==> config.mk <==
export PLATFORM = sky130hd
export DESIGN_NAME = tl_ram_responder
export DESIGN_NICKNAME = d
export VERILOG_FILES = /design/src/rtl/tl_pkg.sv /design/src/rtl/tl_responder_mem.sv /design/src/rtl/tl_ram_responder.sv
export SDC_FILE = /design/constraint.sdc
export NUM_CORES = 2
export LEC_CHECK = 0
export CORE_MARGIN = 3
export CORE_UTILIZATION = 27
export CTS_CLUSTER_DIAMETER = 120
export CTS_CLUSTER_SIZE = 8
export DETAILED_ROUTE_END_ITERATION = 7
export PLACE_DENSITY_LB_ADDON = 0.2
export SYNTH_ARGS = -nofsm -noshare
export SYNTH_HDL_FRONTEND = slang
export SYNTH_SLANG_ARGS = --single-unit
==> constraint.sdc <==
create_clock -name clock -period 5 [get_ports clock]
set_input_delay 1.25 -clock clock [delete_from_list [all_inputs] [get_ports clock]]
set_output_delay 1.25 -clock clock [all_outputs]
set_load 0.05 [all_outputs]
==> src/rtl/tl_pkg.sv <==
// tl_pkg: shared TileLink field widths, opcodes and responder state encoding.
package tl_pkg;
  localparam int ADDR_W = 31;
  localparam int SRC_W  = 5;
  localparam int DATA_W = 64;
  localparam int MASK_W = DATA_W / 8;
  localparam logic [2:0] A_PUT_FULL    = 3'd0;
  localparam logic [2:0] A_PUT_PARTIAL = 3'd1;
  localparam logic [2:0] A_GET         = 3'd4;
  localparam logic [2:0] A_HINT        = 3'd5;
  localparam logic [2:0] D_ACCESS_ACK      = 3'd0;
  localparam logic [2:0] D_ACCESS_ACK_DATA = 3'd1;
  localparam logic [2:0] D_HINT_ACK        = 3'd2;
  typedef enum logic [1:0] {ST_IDLE, ST_GET, ST_PUT, ST_RESP} state_t;
  // Index of the final beat; size 7 is refused outright, so it is answered as one beat.
  function automatic logic [2:0] last_beat(input logic [2:0] size);
    return size == 3'd4 ? 3'd1 : size == 3'd5 ? 3'd3 : size == 3'd6 ? 3'd7 : 3'd0;
  endfunction
endpackage

==> src/rtl/tl_responder_mem.sv <==
// tl_responder_mem: 64-bit word store with one combinational read port and one byte-masked write port.
module tl_responder_mem
  import tl_pkg::*;
#(
  parameter int DEPTH_WORDS = 32,
  parameter int AW = $clog2(DEPTH_WORDS)
) (
  input  logic              clk,
  input  logic [AW-1:0]     rd_idx_i,
  output logic [DATA_W-1:0] rd_data_o,
  input  logic              we_i,
  input  logic [AW-1:0]     wr_idx_i,
  input  logic [MASK_W-1:0] wmask_i,
  input  logic [DATA_W-1:0] wdata_i
);
  logic [DATA_W-1:0] mem_q [DEPTH_WORDS];
  assign rd_data_o = mem_q[rd_idx_i];
  always_ff @(posedge clk) begin
    for (int i = 0; i < MASK_W; i++)
      if (we_i && wmask_i[i]) mem_q[wr_idx_i][i*8 +: 8] <= wdata_i[i*8 +: 8];
  end
endmodule

==> src/rtl/tl_ram_responder.sv <==
// tl_ram_responder: single-outstanding TileLink-UL RAM slave with registered D channel.
module tl_ram_responder
  import tl_pkg::*;
#(
  parameter logic [ADDR_W-1:0] BASE_ADDR = 31'h0800_0000,
  parameter int DEPTH_WORDS = 32
) (
  input  logic              clock,
  input  logic              reset,
  output logic              auto_in_a_ready,
  input  logic              auto_in_a_valid,
  input  logic [2:0]        auto_in_a_bits_opcode,
  input  logic [2:0]        auto_in_a_bits_param,
  input  logic [2:0]        auto_in_a_bits_size,
  input  logic [SRC_W-1:0]  auto_in_a_bits_source,
  input  logic [ADDR_W-1:0] auto_in_a_bits_address,
  input  logic [MASK_W-1:0] auto_in_a_bits_mask,
  input  logic [DATA_W-1:0] auto_in_a_bits_data,
  input  logic              auto_in_a_bits_corrupt,
  input  logic              auto_in_d_ready,
  output logic              auto_in_d_valid,
  output logic [2:0]        auto_in_d_bits_opcode,
  output logic [1:0]        auto_in_d_bits_param,
  output logic [2:0]        auto_in_d_bits_size,
  output logic [SRC_W-1:0]  auto_in_d_bits_source,
  output logic              auto_in_d_bits_sink,
  output logic              auto_in_d_bits_denied,
  output logic [DATA_W-1:0] auto_in_d_bits_data,
  output logic              auto_in_d_bits_corrupt
);
  localparam int AW = $clog2(DEPTH_WORDS);
  state_t state_q, state_d;
  logic [2:0] beat_q, beat_d, last_q, last_d, op_q, op_d, size_q, size_d;
  logic [AW-1:0] idx_q, idx_d, a_idx, rd_idx, wr_idx;
  logic [SRC_W-1:0] src_q, src_d;
  logic [DATA_W-1:0] data_q, data_d, rd_data;
  logic valid_q, valid_d, den_q, den_d, cor_q, cor_d;
  logic a_fire, d_fire, is_put, is_hint, is_get, deny_now, we;
  logic [31:0] a_ext, base_ext;
  logic unused_a_param;
  assign unused_a_param = ^auto_in_a_bits_param;
  assign a_idx    = auto_in_a_bits_address[AW+2:3];
  assign a_ext    = {1'b0, auto_in_a_bits_address};
  assign base_ext = {1'b0, BASE_ADDR};
  assign is_put   = auto_in_a_bits_opcode == A_PUT_FULL || auto_in_a_bits_opcode == A_PUT_PARTIAL;
  assign is_hint  = auto_in_a_bits_opcode == A_HINT;
  assign is_get   = auto_in_a_bits_opcode == A_GET;
  assign deny_now = !(is_put || is_hint || is_get) || auto_in_a_bits_size == 3'd7
                 || a_ext < base_ext || a_ext >= base_ext + 32'(8 * DEPTH_WORDS)
                 || (auto_in_a_bits_address & ((31'd1 << auto_in_a_bits_size) - 31'd1)) != '0;
  assign auto_in_a_ready = state_q == ST_IDLE || state_q == ST_PUT;
  assign a_fire = auto_in_a_valid && auto_in_a_ready;
  assign d_fire = valid_q && auto_in_d_ready;
  // Reads look one beat ahead so the next D word is ready to register on the current fire.
  assign rd_idx = state_q == ST_IDLE ? a_idx : idx_q + AW'(beat_q) + AW'(1);
  assign wr_idx = state_q == ST_IDLE ? a_idx : idx_q + AW'(beat_q);
  assign we = !reset && a_fire && !auto_in_a_bits_corrupt
           && (state_q == ST_IDLE ? is_put && !deny_now : !den_q);
  tl_responder_mem #(.DEPTH_WORDS(DEPTH_WORDS), .AW(AW)) u_mem (
    .clk(clock), .rd_idx_i(rd_idx), .rd_data_o(rd_data), .we_i(we),
    .wr_idx_i(wr_idx), .wmask_i(auto_in_a_bits_mask), .wdata_i(auto_in_a_bits_data)
  );
  always_comb begin
    state_d = state_q;
    beat_d  = beat_q;
    last_d  = last_q;
    idx_d   = idx_q;
    valid_d = valid_q;
    op_d    = op_q;
    size_d  = size_q;
    src_d   = src_q;
    den_d   = den_q;
    cor_d   = cor_q;
    data_d  = data_q;
    unique case (state_q)
      ST_IDLE: if (a_fire) begin
        src_d  = auto_in_a_bits_source;
        size_d = auto_in_a_bits_size;
        idx_d  = a_idx;
        den_d  = deny_now;
        last_d = last_beat(auto_in_a_bits_size);
        beat_d = 3'd0;
        data_d = '0;
        cor_d  = 1'b0;
        if (is_put) begin
          op_d    = D_ACCESS_ACK;
          state_d = last_d == 3'd0 ? ST_RESP : ST_PUT;
          valid_d = last_d == 3'd0;
          beat_d  = last_d == 3'd0 ? 3'd0 : 3'd1;
        end else if (is_hint) begin
          op_d    = D_HINT_ACK;
          state_d = ST_RESP;
          valid_d = 1'b1;
        end else begin
          op_d    = D_ACCESS_ACK_DATA;
          state_d = ST_GET;
          valid_d = 1'b1;
          data_d  = deny_now ? '0 : rd_data;
          cor_d   = deny_now;
        end
      end
      ST_GET: if (d_fire) begin
        state_d = beat_q == last_q ? ST_IDLE : ST_GET;
        valid_d = beat_q != last_q;
        beat_d  = beat_q == last_q ? 3'd0 : beat_q + 3'd1;
        data_d  = den_q ? '0 : rd_data;
      end
      ST_PUT: if (a_fire) begin
        state_d = beat_q == last_q ? ST_RESP : ST_PUT;
        valid_d = beat_q == last_q;
        beat_d  = beat_q == last_q ? 3'd0 : beat_q + 3'd1;
      end
      ST_RESP: if (d_fire) begin
        state_d = ST_IDLE;
        valid_d = 1'b0;
      end
      default: state_d = ST_IDLE;
    endcase
  end
  always_ff @(posedge clock) begin
    if (reset) begin
      state_q <= ST_IDLE;
      beat_q  <= '0;
      last_q  <= '0;
      idx_q   <= '0;
      valid_q <= 1'b0;
      op_q    <= '0;
      size_q  <= '0;
      src_q   <= '0;
      den_q   <= 1'b0;
      cor_q   <= 1'b0;
      data_q  <= '0;
    end else begin
      state_q <= state_d;
      beat_q  <= beat_d;
      last_q  <= last_d;
      idx_q   <= idx_d;
      valid_q <= valid_d;
      op_q    <= op_d;
      size_q  <= size_d;
      src_q   <= src_d;
      den_q   <= den_d;
      cor_q   <= cor_d;
      data_q  <= data_d;
    end
  end
  assign auto_in_d_valid        = valid_q;
  assign auto_in_d_bits_opcode  = op_q;
  assign auto_in_d_bits_param   = 2'd0;
  assign auto_in_d_bits_size    = size_q;
  assign auto_in_d_bits_source  = src_q;
  assign auto_in_d_bits_sink    = 1'b0;
  assign auto_in_d_bits_denied  = den_q;
  assign auto_in_d_bits_data    = data_q;
  assign auto_in_d_bits_corrupt = cor_q;
endmodule

# Yosys cells after proc, flatten, opt, wreduce, memory -nomap -nowiden
# Memory sizes are Yosys's and may differ from the RTL's.
# Index checks and enable logic that the tools add are counted.
[word_totals] register_bits=91 mem_bits_rw=2048 out_inout_bits=82 n_memories=1
[mem_list] name="u_mem.mem_q" words=32 word_bits=64 rd=1 rd_clocked_by_memory_dff=0 write_ports=1 line_no="tl_responder_mem.sv:16" text="logic [DATA_W-1:0] mem_q [DEPTH_WORDS];"
[op_classes] add_sub_neg=4 order_cmp=2 n_eq_ne=16 shift=1 muxes=56 bitwise_logic=1 reduce_logical=37
[ops] cell="two-way mux 64 bit" count=6
[ops] cell="case mux 64 bit (2 select lines)" count=1
[ops] cell="bitwise AND 31 bit" count=1
[ops] cell=">= comparator 31 x 28 -> 1 bit, second input constant" count=1
[ops] cell="< comparator 31 x 28 -> 1 bit, second input constant" count=1
[ops] cell="nonzero test 31 bit" count=1
[ops] cell="left shift 1 x 3 -> 31 bit, first input constant" count=1
[ops] cell="subtractor 31 x 1 -> 31 bit, second input constant" count=1
[ops] cell="two-way mux 1 bit" count=29
[ops] cell="two-way mux 3 bit" count=7
[ops] cell="equality test 3 bit, second input constant" count=6
[ops] cell="two-way mux 2 bit" count=8
[ops] cell="logical AND 1 bit" count=14
[ops] cell="two-way mux 5 bit" count=2
[ops] cell="case mux 3 bit (3 select lines)" count=1
[ops] cell="logical OR 1 bit" count=8
[ops] cell="inequality test 2 bit, second input constant" count=4
[ops] cell="case mux 2 bit (4 select lines)" count=1
[ops] cell="AND reduction 4 bit" count=2
[ops] cell="zero test 3 bit" count=2
[ops] cell="adder 5 x 1 -> 5 bit, second input constant" count=1
[ops] cell="adder 5 x 3 -> 5 bit" count=1
[ops] cell="zero test 1 bit" count=5
[ops] cell="equality test 2 bit, second input constant" count=2
[ops] cell="other kinds (11)" count=11

# Logic depth before layout (Yosys ltp)
[depth] ltp_word=16 ltp_mapped=13 mapped_depth_nobuf=10

# By module
# A second synthesis with hierarchy kept.
[hier_totals] cells_unflattened=4604 area_unflattened_um2=84239.5
[modules_own_cells] mod="tl_responder_mem" instances=1 cells_per_inst=4002 area_each_um2=79063.3
[modules_own_cells] mod="tl_ram_responder" instances=1 cells_per_inst=602 area_each_um2=5176.2

# Worst setup path before layout
# Ideal clock, no wire load.
[synth_path] kind="in2reg" start="in auto_in_a_bits_size[0]" end="mem u_mem.mem_q[10][0] (enable)" t_arrival_ps=4393 required_time_ps=4629 slack_ps=237 path_stages=11 n_path_buf=2 cell_sequence="clkbuf_1 or3b_2 ha_1 nand2b_1 o2111ai_1 nor4_1 nand4_1 a2111oi_4 nand2_1 buf_6 nor2_1"
[synth_via] elab_chain_len=12 elab_cells_between_ends=16
[synth_rtl] item="from (decl)" line_no="tl_ram_responder.sv:14" text="input logic [2:0] auto_in_a_bits_size,"
[synth_rtl] item="left shift 1 x 3 -> 31 bit / equality test 3 bit (equally long branches)" line_no="tl_ram_responder.sv:50, tl_ram_responder.sv:48"
[synth_rtl] item="subtractor 31 x 1 -> 31 bit / logical OR 1 bit (equally long branches)" line_no="tl_ram_responder.sv:50, tl_ram_responder.sv:48"
[synth_rtl] item="bitwise AND 31 bit / logical OR 1 bit (equally long branches)" line_no="tl_ram_responder.sv:50, tl_ram_responder.sv:49"
[synth_rtl] item="nonzero test 31 bit / logical OR 1 bit (equally long branches)" line_no="tl_ram_responder.sv:50, tl_ram_responder.sv:49"
[synth_rtl] item="logical OR 1 bit (*)" line_no="tl_ram_responder.sv:50" text="|| (auto_in_a_bits_address & ((31'd1 << auto_in_a_bits_size) - 31'd1)) != '0;"
[synth_rtl] item="zero test 1 bit (*)" line_no="tl_ram_responder.sv:58" text="&& (state_q == ST_IDLE ? is_put && !deny_now : !den_q);"
[synth_rtl] item="logical AND 1 bit (*)" line_no="tl_ram_responder.sv:58"
[synth_rtl] item="two-way mux 1 bit (*)" line_no="tl_ram_responder.sv:58"
[synth_rtl] item="logical AND 1 bit (*)" line_no="tl_ram_responder.sv:58"
[synth_rtl] item="logical AND 1 bit (*)" line_no="tl_responder_mem.sv:20" text="if (we_i && wmask_i[i]) mem_q[wr_idx_i][i*8 +: 8] <= wdata_i[i*8 +: 8];"
[synth_rtl] item="two-way mux 1 bit (*)" line_no="tl_responder_mem.sv:20"
[synth_rtl] item="two-way mux 1 bit (implied by the code) (*)" line_no="tl_responder_mem.sv:20"
[synth_rtl] item="to (decl)" line_no="tl_responder_mem.sv:16"
# Every way passes the cells marked *; elsewhere a longest branch is shown, timed or not.

# Worst setup path in the final report
[layout_path] start="in auto_in_a_bits_size[2]" end="mem u_mem.mem_q[13][59] (enable)"
# Same word-level chain as after synthesis.

==> impl_metrics.ini <==
[setup_path]
worst-setup-path-type = in2reg
cpMaxStageDelayCell = sky130_fd_sc_hd__or3b_2
critical_path.reg2reg.startpoint = beat_q[0]$_SDFFE_PP0P_
worst-endpoint-required_ps = 5520
crit_path_max_fanout = 32
cp_cell_sequence = clkdlybuf4s50_1, or3b_2, ha_1, nand2b_1, o2111ai_1, nor4_1, buf_4, nand4_1, a2111oi_4, buf_12, nand2_1, buf_12, nor2_1, buf_4
ff2ff_path_depth = 11
reg_to_reg_end = auto_in_d_bits_data[46]$_SDFFE_PP0P_
crit_arrival_ps = 4940
reg2reg_setup_slack_ps = 900
timing.critical_path.slowest_cell_delay_ps = 480
end_kind = flop
critical_path.startpoint_type = input pin

[routing]
initialDrtViolationCount = 3470
antenna_left = 0
route.detailed.drc = 0
drt-wirelength-per-cell_um = 26.1
routed-via-count = 42600
avgViaCountPerCell = 4.64
drt-total-wl_um = 240000
drtPass1Iterations = 7

[power_and_ir_drop]
cell_internal_pwr_mw = 37.9
seq_power_share_pct = 36.7
power.leakage_nw = 32.6
share_comb_of_total_power_pct = 27.9
ir_drop_uv = 467
switching_power_mw = 15.9
power.share.switching_pct = 29.5
power_density_mw_per_mm2 = 526
share_clk_of_total_power_pct = 35.4

[cts]
cts_max_path_buffers = 4
ctsResizeCount = 0
htree_levels = 5
clock_sinks = 2137
cts-buffers-inserted = 310
clk_latency_ps = 840
cts_root_buf = sky130_fd_sc_hd__clkbuf_16
cts_hold_buf = 0
clock_tree_from_tritoncts = yes
clkSlewWorstSetupHoldPaths_ps = 50
post_cts_buffers = 0

[hold_path]
hold_depth = 2
worstHoldStart = auto_in_d_bits_data[40]$_SDFFE_PP0P_
worst_hold_path_type = reg2reg
worstHoldEndpoint = auto_in_d_bits_data[40]$_SDFFE_PP0P_

[timing]
min_period_ps = 4430
rsz0062_at_grt = false
tightest_slew_ps = 1330
final.setup_skew_ps = 49.1
worst_case_headroom_to_the_max_slew_limit_pct = 10.9
final-hold-violation-count = 0
whs_ps = 455
slew_violations = 0
period_share_pct = 88.5
final-setup-viol-count = 0
fmaxAchievable_mhz = 226

[logic_synthesis]
synth-seq-cells = 2137
synth_top_family_by_area = multiplexers
ys_dominant_reg_cell = sky130_fd_sc_hd__edfxtp_1
synth_cell_type_count = 61
post_synth_inst_count = 4125
synthXorXnorAreaFrac_pct = 0.0845
area_share_of_fa_ha_maj_cells_after_synthesis_pct = 0.202
synth-simple-area-share_pct = 3.17
synth_compound_gate_area_share_pct = 3.93
synth.top_cells.by_area = sky130_fd_sc_hd__edfxtp_1, sky130_fd_sc_hd__mux4_2, sky130_fd_sc_hd__dfxtp_1
netlist.top_cell.by_area = sky130_fd_sc_hd__edfxtp_1
netlist.area_leader.share_pct = 74.2
synth.area.mux_share_pct = 14.8
synth-seq-area-share_pct = 76.3
ys.warnings.count = 0
post-synth-top-count-cell = sky130_fd_sc_hd__edfxtp_1
synthesized_area_per_cell_um2 = 20.1
number_of_enable_type_register_cells_in_the_synthesized_netlist = 2048
ys_top_cells_by_count = sky130_fd_sc_hd__edfxtp_1, sky130_fd_sc_hd__mux4_2, sky130_fd_sc_hd__nand2_1, sky130_fd_sc_hd__nor2_1, sky130_fd_sc_hd__a21oi_1
synthArstFlopShare_pct = 0
syn-cell-area_mm2 = 0.0829

[placement]
port_buffers = 196
detailed_place_hpwl_um = 147000
placed_area_mm2 = 0.0935
gpl.final_weighted_congestion = 0.735

[floorplanning]
chipHeight_um = 560
top_level_ports = 204
die_width_um = 560
die_area_mm2 = 0.314
initial_cell_density_of_the_core_pct = 27.3
core-area_mm2 = 0.304
rows = 202

[global_routing]
grt_antenna_before_repair = 13
grt_use_total_pct = 15.0
pin_count_of_the_biggest_net_entering_global_routing = 73
grt_pass1_vias = 45400
gr-total-overflow = 0
grt_pass1_wl_um = 340000

[run]
drv_cap = 0

[cells_and_area]
fin_nets = 5056
area_growth_syn_to_layout_pct = 23.2
final_layout_size_suffix_gt1_share_pct = 29.9
layout.cell_area.non_filler_mm2 = 0.102

[status]
outcome = finished clean
power by group through the flow:
stage / Sequential (mW) / Clock [mW] / Combinational, mW
2_1_floorplan: 20.2 / 0 / 9.57
3_3_place_gp: 20.1 / 0 / 15.4
3_5_place_dp: 20.1 / 0 / 15.4
4_1_cts: 19.8 / 19.6 / 15.5
5_1_grt: 19.7 / 20.3 / 16.1
6_report: 19.8 / 19.0 / 15.0
state kept, by name, indices dropped and copies added (netlist names):
signal and count:
auto_in_d_bits_corrupt 1, auto_in_d_bits_data 64, auto_in_d_bits_denied 1, auto_in_d_bits_opcode 2, auto_in_d_bits_size 3, auto_in_d_bits_source 5, beat_q 3, idx_q 5
last_q 3, state_q 2, u_mem.mem_q 2048
how the worst max path moves through the flow:
stage | cells past startpoint | end | start
after floorplan | 11 | u_mem.mem_q[10][0]$_DFFE_PP_ | auto_in_a_bits_size[0]
after global placement | 14 | u_mem.mem_q[13][56]$_DFFE_PP_ | auto_in_a_bits_size[2]
after detailed placement | 14 | u_mem.mem_q[21][43]$_DFFE_PP_ | auto_in_a_bits_size[2]
after CTS | 14 | u_mem.mem_q[13][59]$_DFFE_PP_ | auto_in_a_bits_size[2]
after global routing | 14 | u_mem.mem_q[13][59]$_DFFE_PP_ | auto_in_a_bits_size[2]
final | 14 | u_mem.mem_q[13][59]$_DFFE_PP_ | auto_in_a_bits_size[2]
critical path: cells and delay by family:
family,cells,cell delay [ps]
AO/OA/AOI/OAI,2,550
adder cells (fa/ha/maj),1,280
buffers and inverters,5,1330
AND/OR/NAND/NOR,6,1450
through the flow:
| step | setup slack (ps) | power (mW) | TNS (ps) | utilization, % | cells |
|---|---|---|---|---|---|
| after floorplan | 237 | 29.8 | 0 | - | 4128 |
| after global routing | 411 | 56.1 | 0 | 33.6 | 9173 |
| after global placement | -338 | 35.5 | -466750 | 30.7 | 8690 |
| final | 573 | 53.8 | 0 | 33.6 | 9177 |
| after detailed placement | -279 | 35.5 | -336150 | 30.7 | 8690 |
| after CTS | 623 | 54.8 | 0 | 33.6 | 9168 |
placed cells by master (no fill, tap or decap), types with 3 or more instances in the layout:
master	instances
sky130_fd_sc_hd__o2bb2ai_1	63
sky130_fd_sc_hd__buf_4	485
sky130_fd_sc_hd__nor4_1	7
sky130_fd_sc_hd__a31o_2	64
sky130_fd_sc_hd__clkbuf_1	146
sky130_fd_sc_hd__and2_1	5
sky130_fd_sc_hd__o31ai_1	65
sky130_fd_sc_hd__mux4_2	512
sky130_fd_sc_hd__xor2_1	3
sky130_fd_sc_hd__mux2i_1	3
sky130_fd_sc_hd__a21oi_1	156
sky130_fd_sc_hd__nand3_1	8
sky130_fd_sc_hd__o21ai_0	12
sky130_fd_sc_hd__a21oi_4	3
sky130_fd_sc_hd__nand4_1	4
sky130_fd_sc_hd__ha_1	11
sky130_fd_sc_hd__mux2_2	63
sky130_fd_sc_hd__xnor2_1	5
sky130_fd_sc_hd__a211oi_1	4
sky130_fd_sc_hd__nor2b_1	3
sky130_fd_sc_hd__nand2_1	336
sky130_fd_sc_hd__nor2_1	284
sky130_fd_sc_hd__diode_2	9
sky130_fd_sc_hd__edfxtp_1	2048
sky130_fd_sc_hd__clkbuf_16	318
sky130_fd_sc_hd__inv_1	10
sky130_fd_sc_hd__a21o_1	66
sky130_fd_sc_hd__conb_1	4
sky130_fd_sc_hd__clkdlybuf4s50_1	194
sky130_fd_sc_hd__nor3_1	5
sky130_fd_sc_hd__dfxtp_1	89
sky130_fd_sc_hd__buf_12	49
sky130_fd_sc_hd__inv_6	8
cells by family (layout without fill, tap and decap cells):
logic type | Yosys count | after routing
flops | 2137 | 2137
compound gates | 463 | 463
simple gates | 668 | 668
xor+xnor | 8 | 8
buf+inv | 256 | 1216
fa+ha+maj | 13 | 13
mux | 579 | 579
other cells | 1 | 13
layout make-up:
| cell class | instances | area [um2] |
|---|---|---|
| clock inverters | 12 | 145 |
| flip-flops and latches | 2137 | 63300 |
| fillers | 29100 | 202000 |
| clock buffers | 466 | 8530 |
| inverters | 10 | 37.5 |
| diodes | 9 | 22.5 |
| multi-input cells | 1735 | 18500 |
| repair buffers | 728 | 6560 |
| well taps | 4080 | 5100 |
layer usage:
metal | wire length [um] | track usage, % | vias to the layer above
li1 | - | - | 18500
met5 | 13 | 0 | -
met1 | 104000 | 20.1 | 22700
met4 | 6990 | 4.62 | 2
met2 | 118000 | 25.1 | 1059
met3 | 11100 | 2.21 | 351
(Power assumes the default switching activity.)
